==> config.mk <==
export PLATFORM = sky130hd
export DESIGN_NAME = cur_blk_loader_flat
export DESIGN_NICKNAME = d
export VERILOG_FILES = /design/src/rtl/cur_blk_loader_if.sv /design/src/rtl/cur_blk_loader.sv /design/src/flat_wrapper.sv
export SDC_FILE = /design/constraint.sdc
export NUM_CORES = 2
export LEC_CHECK = 0
export CAP_MARGIN = 15
export CORE_UTILIZATION = 40
export DETAILED_ROUTE_END_ITERATION = 10
export SKIP_CTS_REPAIR_TIMING = 1
export SLEW_MARGIN = 10
export SYNTH_ARGS = -nofsm -noshare
export SYNTH_HDL_FRONTEND = slang
export SYNTH_SLANG_ARGS = --single-unit
==> constraint.sdc <==
create_clock -name clk -period 17.1 [get_ports clk]
set_input_delay 3.42 -clock clk [delete_from_list [all_inputs] [get_ports clk]]
set_output_delay 3.42 -clock clk [all_outputs]
set_load 0.005 [all_outputs]
==> src/rtl/cur_blk_loader_if.sv <==
// Memory read bus between the current-block loader and the frame store.
//   mem_req      : read request (master -> slave)
//   mem_addr     : read address in 64-bit words (master -> slave)
//   mem_gnt      : request accepted when mem_req && mem_gnt (slave -> master)
//   mem_rd_valid : read data valid, in request order (slave -> master)
//   mem_rd_data  : 8 pixels, pixel 0 in [63:56] (slave -> master)
interface cur_blk_loader_if #(
    parameter int unsigned ADDR_W = 16
) ();
    logic              mem_req;
    logic [ADDR_W-1:0] mem_addr;
    logic              mem_gnt;
    logic              mem_rd_valid;
    logic [63:0]       mem_rd_data;

    modport master (
        output mem_req,
        output mem_addr,
        input  mem_gnt,
        input  mem_rd_valid,
        input  mem_rd_data
    );

    modport slave (
        input  mem_req,
        input  mem_addr,
        output mem_gnt,
        output mem_rd_valid,
        output mem_rd_data
    );
endinterface

==> src/rtl/cur_blk_loader.sv <==
// Current-block loader: fetches a 16x16 pixel block (32 words of 64 bits)
// from the frame store, buffers it, then streams it to the current-block
// register file as one contiguous 32-cycle write burst.
//
// Ports:
//   clk, reset     : clock, asynchronous active-high reset
//   start          : one-cycle load request, taken only when idle
//   blk_x, blk_y   : block column/row in 16-pixel units, captured on start
//   mem            : memory read bus (cur_blk_loader_if.master)
//   rf_we, rf_data : register file write port (rf_data is 0 when rf_we is 0)
//   busy           : high whenever the loader is not idle
//   done           : one-cycle pulse when the load completes
//   blk_sum        : (CUR_BLK_LOADER_SUM_EN only) sum of all 256 pixels,
//                    valid from the done cycle until the next start
//
// Build option: define CUR_BLK_LOADER_SUM_EN to add the blk_sum accumulator.
module cur_blk_loader #(
    parameter int unsigned FRAME_W = 352,
    parameter int unsigned ADDR_W  = 16
) (
    input  logic             clk,
    input  logic             reset,
    input  logic             start,
    input  logic [7:0]       blk_x,
    input  logic [7:0]       blk_y,
    cur_blk_loader_if.master mem,
    output logic             rf_we,
    output logic [63:0]      rf_data,
    output logic             busy,
    output logic             done
`ifdef CUR_BLK_LOADER_SUM_EN
    ,
    output logic [15:0]      blk_sum
`endif
);

    localparam int unsigned WORDS_PER_ROW = FRAME_W / 8;
    localparam int unsigned N_WORDS       = 32;
    localparam int unsigned CNT_W         = 6;

    typedef enum logic [2:0] {
        IDLE,
        FETCH,
        DRAIN,
        WRITE,
        DONE
    } state_t;

    state_t           state;
    logic [7:0]       x_q;
    logic [7:0]       y_q;
    logic [CNT_W-1:0] req_cnt;
    logic [CNT_W-1:0] rsp_cnt;
    logic [CNT_W-1:0] wr_cnt;
    logic [63:0]      blk_buf [N_WORDS];

    logic             beat_ok_c;
    logic             enter_write_c;
    logic             load_word_c;
    logic [4:0]       load_idx_c;
    logic [63:0]      load_data_c;

    // Word address of request k: two words per block row, k/2 selects the row.
    function automatic logic [ADDR_W-1:0] word_addr(input logic [7:0] x,
                                                    input logic [7:0] y,
                                                    input logic [4:0] k);
        logic [31:0] row;
        logic [31:0] addr;
        row  = 32'(y) * 32'd16 + 32'(k[4:1]);
        addr = row * 32'(WORDS_PER_ROW) + 32'(x) * 32'd2 + 32'(k[0]);
        return ADDR_W'(addr);
    endfunction

    // Beat acceptance and write-burst sequencing.
    always_comb begin
        beat_ok_c     = 1'b0;
        enter_write_c = 1'b0;
        load_word_c   = 1'b0;
        load_idx_c    = 5'd0;

        beat_ok_c = mem.mem_rd_valid && (state == FETCH || state == DRAIN) && !rsp_cnt[5];
        // All 32 beats in hand; FETCH can only take this path on its last grant.
        enter_write_c = (state == DRAIN && rsp_cnt[5]) ||
                        (state == FETCH && mem.mem_gnt && req_cnt == 6'd31 && rsp_cnt[5]);
        load_word_c   = enter_write_c || (state == WRITE && !wr_cnt[5]);
        load_idx_c    = enter_write_c ? 5'd0 : wr_cnt[4:0];
    end

    assign load_data_c = blk_buf[load_idx_c];

    // Response buffer; contents are don't-care after reset.
    always_ff @(posedge clk) begin
        if (beat_ok_c) begin
            blk_buf[rsp_cnt[4:0]] <= mem.mem_rd_data;
        end
    end

    // Loader FSM with registered outputs.
    always_ff @(posedge clk or posedge reset) begin
        if (reset) begin
            state        <= IDLE;
            x_q          <= 8'd0;
            y_q          <= 8'd0;
            req_cnt      <= '0;
            rsp_cnt      <= '0;
            wr_cnt       <= '0;
            mem.mem_req  <= 1'b0;
            mem.mem_addr <= '0;
            rf_we        <= 1'b0;
            rf_data      <= 64'd0;
            busy         <= 1'b0;
            done         <= 1'b0;
        end else begin
            if (beat_ok_c) begin
                rsp_cnt <= rsp_cnt + 6'd1;
            end
            // Every WRITE cycle (and the entry edge) presents the next buffered word.
            if (load_word_c) begin
                rf_we   <= 1'b1;
                rf_data <= load_data_c;
                wr_cnt  <= {1'b0, load_idx_c} + 6'd1;
            end

            case (state)
                IDLE: begin
                    if (start) begin
                        x_q          <= blk_x;
                        y_q          <= blk_y;
                        req_cnt      <= '0;
                        rsp_cnt      <= '0;
                        wr_cnt       <= '0;
                        mem.mem_req  <= 1'b1;
                        mem.mem_addr <= word_addr(blk_x, blk_y, 5'd0);
                        busy         <= 1'b1;
                        state        <= FETCH;
                    end
                end
                FETCH: begin
                    // Address advances only on a grant, so it holds through stalls.
                    if (mem.mem_gnt) begin
                        req_cnt <= req_cnt + 6'd1;
                        if (req_cnt == 6'd31) begin
                            mem.mem_req <= 1'b0;
                            state       <= enter_write_c ? WRITE : DRAIN;
                        end else begin
                            mem.mem_addr <= word_addr(x_q, y_q, 5'(req_cnt + 6'd1));
                        end
                    end
                end
                DRAIN: begin
                    if (enter_write_c) begin
                        state <= WRITE;
                    end
                end
                WRITE: begin
                    if (wr_cnt[5]) begin
                        rf_we   <= 1'b0;
                        rf_data <= 64'd0;
                        done    <= 1'b1;
                        state   <= DONE;
                    end
                end
                DONE: begin
                    done  <= 1'b0;
                    busy  <= 1'b0;
                    state <= IDLE;
                end
                default: begin
                    state <= IDLE;
                end
            endcase
        end
    end

`ifdef CUR_BLK_LOADER_SUM_EN
    function automatic logic [15:0] byte_sum(input logic [63:0] w);
        logic [15:0] s;
        s = 16'd0;
        for (int i = 0; i < 8; i++) begin
            s = s + 16'(w[i*8 +: 8]);
        end
        return s;
    endfunction

    // Pixel sum follows the words as they are written; cleared on a new start.
    always_ff @(posedge clk or posedge reset) begin
        if (reset) begin
            blk_sum <= 16'd0;
        end else if (state == IDLE && start) begin
            blk_sum <= 16'd0;
        end else if (load_word_c) begin
            blk_sum <= blk_sum + byte_sum(load_data_c);
        end
    end
`endif

endmodule
==> src/flat_wrapper.sv <==
// flat-port wrapper written by rule: the top's interface ports become plain ports
module cur_blk_loader_flat 
#(
    parameter int unsigned FRAME_W = 352,
    parameter int unsigned ADDR_W  = 16
)
  (clk, reset, start, blk_x, blk_y, rf_we, rf_data, busy, done, mem_mem_req, mem_mem_addr, mem_mem_gnt, mem_mem_rd_valid, mem_mem_rd_data);
  cur_blk_loader_if #(.ADDR_W(ADDR_W)) mem_i ();
  input  logic clk;
  input  logic reset;
  input  logic start;
  input  logic [7:0] blk_x;
  input  logic [7:0] blk_y;
  output logic rf_we;
  output logic [63:0] rf_data;
  output logic busy;
  output logic done;
  output wire logic [$bits(mem_i.mem_req)-1:0] mem_mem_req;
  output wire logic [$bits(mem_i.mem_addr)-1:0] mem_mem_addr;
  input wire logic [$bits(mem_i.mem_gnt)-1:0] mem_mem_gnt;
  input wire logic [$bits(mem_i.mem_rd_valid)-1:0] mem_mem_rd_valid;
  input wire logic [$bits(mem_i.mem_rd_data)-1:0] mem_mem_rd_data;
  assign mem_mem_req = mem_i.mem_req;
  assign mem_mem_addr = mem_i.mem_addr;
  assign mem_i.mem_gnt = mem_mem_gnt;
  assign mem_i.mem_rd_valid = mem_mem_rd_valid;
  assign mem_i.mem_rd_data = mem_mem_rd_data;
  cur_blk_loader #(.FRAME_W(FRAME_W), .ADDR_W(ADDR_W)) u_core (.clk(clk), .reset(reset), .start(start), .blk_x(blk_x), .blk_y(blk_y), .mem(mem_i), .rf_we(rf_we), .rf_data(rf_data), .busy(busy), .done(done));
endmodule
======== Word level (Yosys, flattened, before mapping) ========
Memories as Yosys holds them, arrays and structs flattened.
Cells that the tools add are included.
storage, ports and cells
  flip-flop bits (word level) ............. 121
  RAM bits ................................ 2048
  input bits .............................. 85
  output and inout port bits .............. 84
  word-level logic and storage cells ...... 92
  memories kept ........................... 1
operators by class
  $add $sub $neg .......................... 7
  multipliers ............................. 2
  equal/unequal tests ..................... 11
  mux-type cells .......................... 36
  reduce and logical (&&, ||, !) cells .... 23
memories
  name            depth  width  read ports  clocked after Yosys merged registers in  write ports  line                  source
  u_core.blk_buf  32     64     1           0                                        1            cur_blk_loader.sv:55  logic [63:0] blk_buf [N_WORDS];
operators with widths
  cell                   number
  $mux 64                3
  $mux 16                3
  $mux 6                 8
  $add 16x9->16          2
  $mul 32x4->14 const B  1
  $pmux 16 s2            1
  $add 16x1->16          1
  $mux 3                 5
  $add 12x4->13          1
  $add 6x1->6 const B    2
  $pmux 3 s4             1
  $pmux 6 s2             1
  $mul 8x4->10 const B   1
  $mux 1                 10
  $ne 2x2->1 const B     4
  $reduce_and 4->1       2
  $logic_and 1x1->1      7
  $add 5x1->6 const B    1
  $eq 3x2->1 const B     2
  $eq 6x5->1 const B     1
  $pmux 1 s2             3
  $reduce_and 2->1       3
  $reduce_bool 2->1      3
  $mux 5                 1
  8 further kinds        12

======== Logic depth before layout (Yosys ltp) ========
  depth after elaboration ................. 10
  depth in mapped cells ................... 20
  gate-level depth less buffers ........... 20

======== Worst setup path before layout ========
Ideal clock, no wire load.
  path type ............................... input to register
  from .................................... input port mem_mem_rd_valid
  to ...................................... memory u_core.blk_buf[15][0] (enable)
  setup time .............................. 578 ps
  data arrival time ....................... 8946 ps
  required time ........................... 16522 ps
  setup slack ............................. 7576 ps
  stages .................................. 3
  path buffers ............................ 0
  path through ............................ nor4b_2 -> nand3_1 -> nor3b_1
on the way
  cells in the longest elaborated chain, start to end .. 4
RTL lines
  item                            line                  source
  from (decl)                     flat_wrapper.sv:21    input wire logic [$bits(mem_i.mem_rd_valid)-1:0] mem_mem_rd_valid;
  $logic_and 1x1->1 (2 in a row)  cur_blk_loader.sv:81  beat_ok_c = mem.mem_rd_valid && (state == FETCH || state == DRAIN) && !rsp_cnt[5];
  $mux 1                          cur_blk_loader.sv:93  if (beat_ok_c) begin
  $mux 1 (implied by the code)    cur_blk_loader.sv:94  blk_buf[rsp_cnt[4:0]] <= mem.mem_rd_data;
  to (decl)                       cur_blk_loader.sv:55
Every way passes these cells.

======== Worst setup path in the final report ========
  from .................................... input port mem_mem_gnt
  to ...................................... register u_core.rf_data[23]
on the way
  cells in the longest elaborated chain, start to end .. 9
  elaborated cells on any way between the ends .. 10
  those cells by class .................... mux: 4; reduce/logical: 5; memory: 1
RTL lines
  item                                line                   source
  from (decl)                         flat_wrapper.sv:20     input wire logic [$bits(mem_i.mem_gnt)-1:0] mem_mem_gnt;
  $logic_and 1x1->1 (*) (3 in a row)  cur_blk_loader.sv:84   (state == FETCH && mem.mem_gnt && req_cnt == 6'd31 && rsp_cnt[5]);
  $logic_or 1x1->1 (*)                cur_blk_loader.sv:83   enter_write_c = (state == DRAIN && rsp_cnt[5]) ||
  $mux 5                              cur_blk_loader.sv:86   load_idx_c = enter_write_c ? 5'd0 : wr_cnt[4:0];
  $mem_v2 32x64                       --
  $mux 64 (*)                         cur_blk_loader.sv:118  if (load_word_c) begin
  $mux 64                             cur_blk_loader.sv:156  if (wr_cnt[5]) begin
  $mux 64 (*)                         cur_blk_loader.sv:124  case (state)
  to (signal assigned)                cur_blk_loader.sv:120  rf_data <= load_data_c;
  to (decl)                           cur_blk_loader.sv:28   output logic [63:0] rf_data,
Mark *: on every way between the ends. The rest lies on a longest branch, timed or not.
A chain may end at the register's enable or synchronous reset.

==> implementation parameters <==
Parameter                              Value

Final layout
  Ratio of cells with drive above 1 in the final layout ... 8.17%
  Highest-count cells in the layout ignoring fill and taps ... edfxtp_1, nand2_1, nand3_1, nor2_1, a21oi_1
  Final #Nets ... 6,636
  Most frequent standard cell in the layout excluding fill and tap cells ... edfxtp_1
  Area Overhead vs Synth ... 13.5%

Drt
  Count of antenna-violating nets left after detailed routing ... 0
  Via count normalized by instance count ... 5.91
  DRT Pass-1 Iters ... 6
  Total number of vias ... 56,261
  Remaining DRCs ... 0
  Routed WL per cell ... 27.8 µm
  DR iter-0 viols ... 7,182
  Routed Wire Length ... 265,000 µm

STA
  Worst Hold Slack ... 0.479 ns
  RSZ-0062 raised after global routing ... false
  Worst-case setup margin in the final layout ... 9.72 ns
  Highest achievable clock rate ... 0.136 GHz
  Final Hold Vio Count ... 0
  Number of max-slew violations in the final report ... 0
  Relative slew margins ... 16.6%
  Post-route minimum period ... 7.38 ns
  Total negative slack ... 0 ns
  Worst setup skew after layout ... 0.0458 ns
  Number of endpoints failing setup at the final stage ... 0
  Slew at the pin with the worst max-slew slack ... 1.25 ns
  Portion of the clock cycle consumed by the worst path in the final layout ... 43.1%

GRT
  Aggregate global routing overflow ... 0
  Largest net degree at the start of global routing ... 154
  Global-route wire length before repair ... 380,000 µm
  Overall Global Routing Usage ... 23.5%
  Antenna violations before repair ... 19
  Number of global-route vias before repair ... 54,036

Synthesis
  Post-synthesis share of cell area spent on xor and xnor gates ... 0.440%
  Net Count, Synth ... 6,559
  Share of the synthesized area in compound gates (AO/OA/AOI/OAI) ... 8.71%
  Post-synthesis average cell area ... 13.7 µm²
  Mux contribution to synthesized area ... 1.76%
  Number of enable flip-flop cells after synthesis ... 2,048
  Simple-gate area share of the yosys netlist ... 11.6%
  Number of warning messages in the yosys log ... 0
  Cell count after synthesis ... 6,400
  Number of distinct library cell variants in the gate-level netlist after synthesis ... 82
  Post-synthesis share of cell area spent on full adders, half adders and majority gates ... 1.20%
  Synth async-reset ratio ... 5.58%
  Combinational family with the most area after synthesis ... simple AND/OR/NAND/NOR gates
  Primary flip-flop cell chosen by synthesis mapping ... edfxtp_1
  Post-Syn Area ... 0.0875 mm²
  Portion of the post-synthesis area used by sequential elements ... 73.7%
  Register bit total from synthesis ... 2,169

Critical path
  Critical setup path kind ... in -> reg
  Worst setup slack for register-to-register paths ... 12.07 ns
  Crit. End Element ... register
  Data required time of the worst path ... 17.84 ns
  Maximum fanout along the worst path ... 153
  Arrival time worst endpoint ... 8.12 ns
  Startpoint type of the worst setup path ... input pin

Floorplanning
  Die Span Y ... 470 µm
  Total Die Area ... 0.221 mm²
  Die W ... 470 µm
  FP Rows ... 171
  IO Count ... 169
  Core ar. ... 0.217 mm²
  Starting Density ... 40.3%

Clock network
  Cell at the root of the clock tree ... clkbuf_16
  Reg clk slew, reported paths ... 0.06 ns
  Num CTS Buffers ... 215
  Clock tree from TritonCTS ... yes
  Insertion delay to the later sink of the worst-skew pair ... 0.88 ns
  Deepest level of the CTS H-tree ... 4
  Number of clock sinks seen by CTS ... 2,169
  Maximum buffer depth of the clock tree ... 3

Place
  Sum of net half-perimeters after detailed placement ... 132,000 µm
  Port Buffer Count ... 168
  GP Congestion ... 0.791
  Worst setup timing slack at the placement stage ... 8.86 ns

Outcome
  Result of the run ... finished clean

Power and ir drop
  Pwr dens ... 159 mW/mm²
  Leak Pwr ... 32.8 nW
  Maximum vdd drop ... 0.000205 V

Flow run
  MaxCap Viol Count ... 0

Min path
  Min-delay worst type ... reg -> reg
-- metrics by stage --
step           instances  util, %  cell area (µm²)  power, mW
2_1_floorplan       6400        -            87500       9.35
3_3_place_gp        9103     42.4            92100       11.1
3_5_place_dp        9104     42.4            92100       11.1
4_1_cts             9512     45.6            99200       15.8
5_1_grt             9523     45.7            99400       16.4
6_report            9526     45.7            99400       15.8
-- worst max-delay path, stage by stage --
cell	delay, ns
clkdlybuf4s50_1	0.57
and4bb_4	0.30
nand4bb_4	0.17
nand2_8	0.39
inv_8	0.88
buf_12	0.70
buf_12	0.64
nand2_1	0.12
nand3_1	0.13
nand3_2	0.09
a21oi_1	0.20
a211oi_1	0.07
a31oi_1	0.21
-- final timing paths --
check | start | endpoint | cells past startpoint
setup / recovery | mem_mem_gnt | u_core.rf_data[23] | 13
hold / removal | u_core.mem.mem_addr[12] | u_core.mem.mem_addr[12] | 2
setup reg to reg | u_core.state[0] | u_core.rf_data[23] | 12
hold reg to reg | u_core.mem.mem_addr[12] | u_core.mem.mem_addr[12] | 2
max in group asynchronous | reset | u_core.rf_data[23] | 4
min in group asynchronous | reset | u_core.mem.mem_addr[9] | 2
-- layout make-up --
| class | count | area (µm²) |
|---|---|---|
| inverter | 74 | 302 |
| tap | 2854 | 3570 |
| clock inverter | 127 | 1290 |
| antenna | 4 | 10.0 |
| timing repair buffer | 293 | 2790 |
| multi-input combinational | 3724 | 21100 |
| fill | 19056 | 118000 |
| sequential | 2169 | 64500 |
| clock buffer | 281 | 5800 |
-- sequential cells by signal, indices dropped and copies added (netlist names), 3 cells and up --
register             flops
u_core.rsp_cnt           6
u_core.req_cnt           6
u_core.x_q               8
u_core.wr_cnt            6
u_core.rf_data          64
u_core.state             3
u_core.y_q               8
u_core.blk_buf        2048
u_core.mem.mem_addr     16
-- logic make-up after synthesis --
kind of cell,Yosys count
xor gates and xnor gates,44
muxes,149
buffers and inverters,507
adders and majority gates,74
DFF,2169
and+or+nand+nor,2288
AOI/OAI and AO/OA,1169
-- per-layer routing --
metal	vias up	routed length (µm)	global-route usage (%)
met4	14	7780	7.18
met5	-	85	0
met1	28615	108000	32.4
met2	2851	125000	37.9
li1	24308	-	-
met3	473	24800	4.16
-- where the power goes --
| part | internal (mW) | leakage, nW | total, mW | switching [mW] |
|---|---|---|---|---|
| logic | 1.34 | 9.38 | 4.67 | 3.33 |
| registers | 6.17 | 19.9 | 6.40 | 0.237 |
| clock network | 2.63 | 3.43 | 4.71 | 2.08 |
-- cell usage after synthesis, types with 10 or more instances --
master | instances | share of area (%)
a211oi_1 | 74 | 0.63
a21oi_1 | 314 | 1.8
a22oi_1 | 26 | 0.22
a2bb2oi_1 | 10 | 0.10
a31oi_1 | 145 | 1.0
a32oi_1 | 115 | 1.2
buf_1 | 27 | 0.12
buf_2 | 138 | 0.79
buf_4 | 17 | 0.15
buf_6 | 14 | 0.18
clkbuf_1 | 235 | 1.0
dfrtp_1 | 121 | 3.5
edfxtp_1 | 2048 | 70
fa_1 | 16 | 0.37
ha_1 | 58 | 0.83
inv_1 | 72 | 0.31
mux2_2 | 12 | 0.15
mux2i_1 | 134 | 1.5
nand2_1 | 1148 | 4.9
nand3_1 | 447 | 2.6
nand3_2 | 20 | 0.23
nand4_1 | 32 | 0.23
nor2_1 | 369 | 1.6
nor2b_1 | 13 | 0.093
nor3_1 | 11 | 0.063
nor4_1 | 26 | 0.19
o211ai_1 | 125 | 1.1
o21ai_0 | 174 | 0.99
o21ai_1 | 10 | 0.057
o221ai_1 | 57 | 0.57
o22ai_1 | 47 | 0.34
or3_1 | 176 | 1.3
xnor2_1 | 25 | 0.25
xor2_1 | 19 | 0.19
Note: power is estimated with default switching activity, not from simulation.
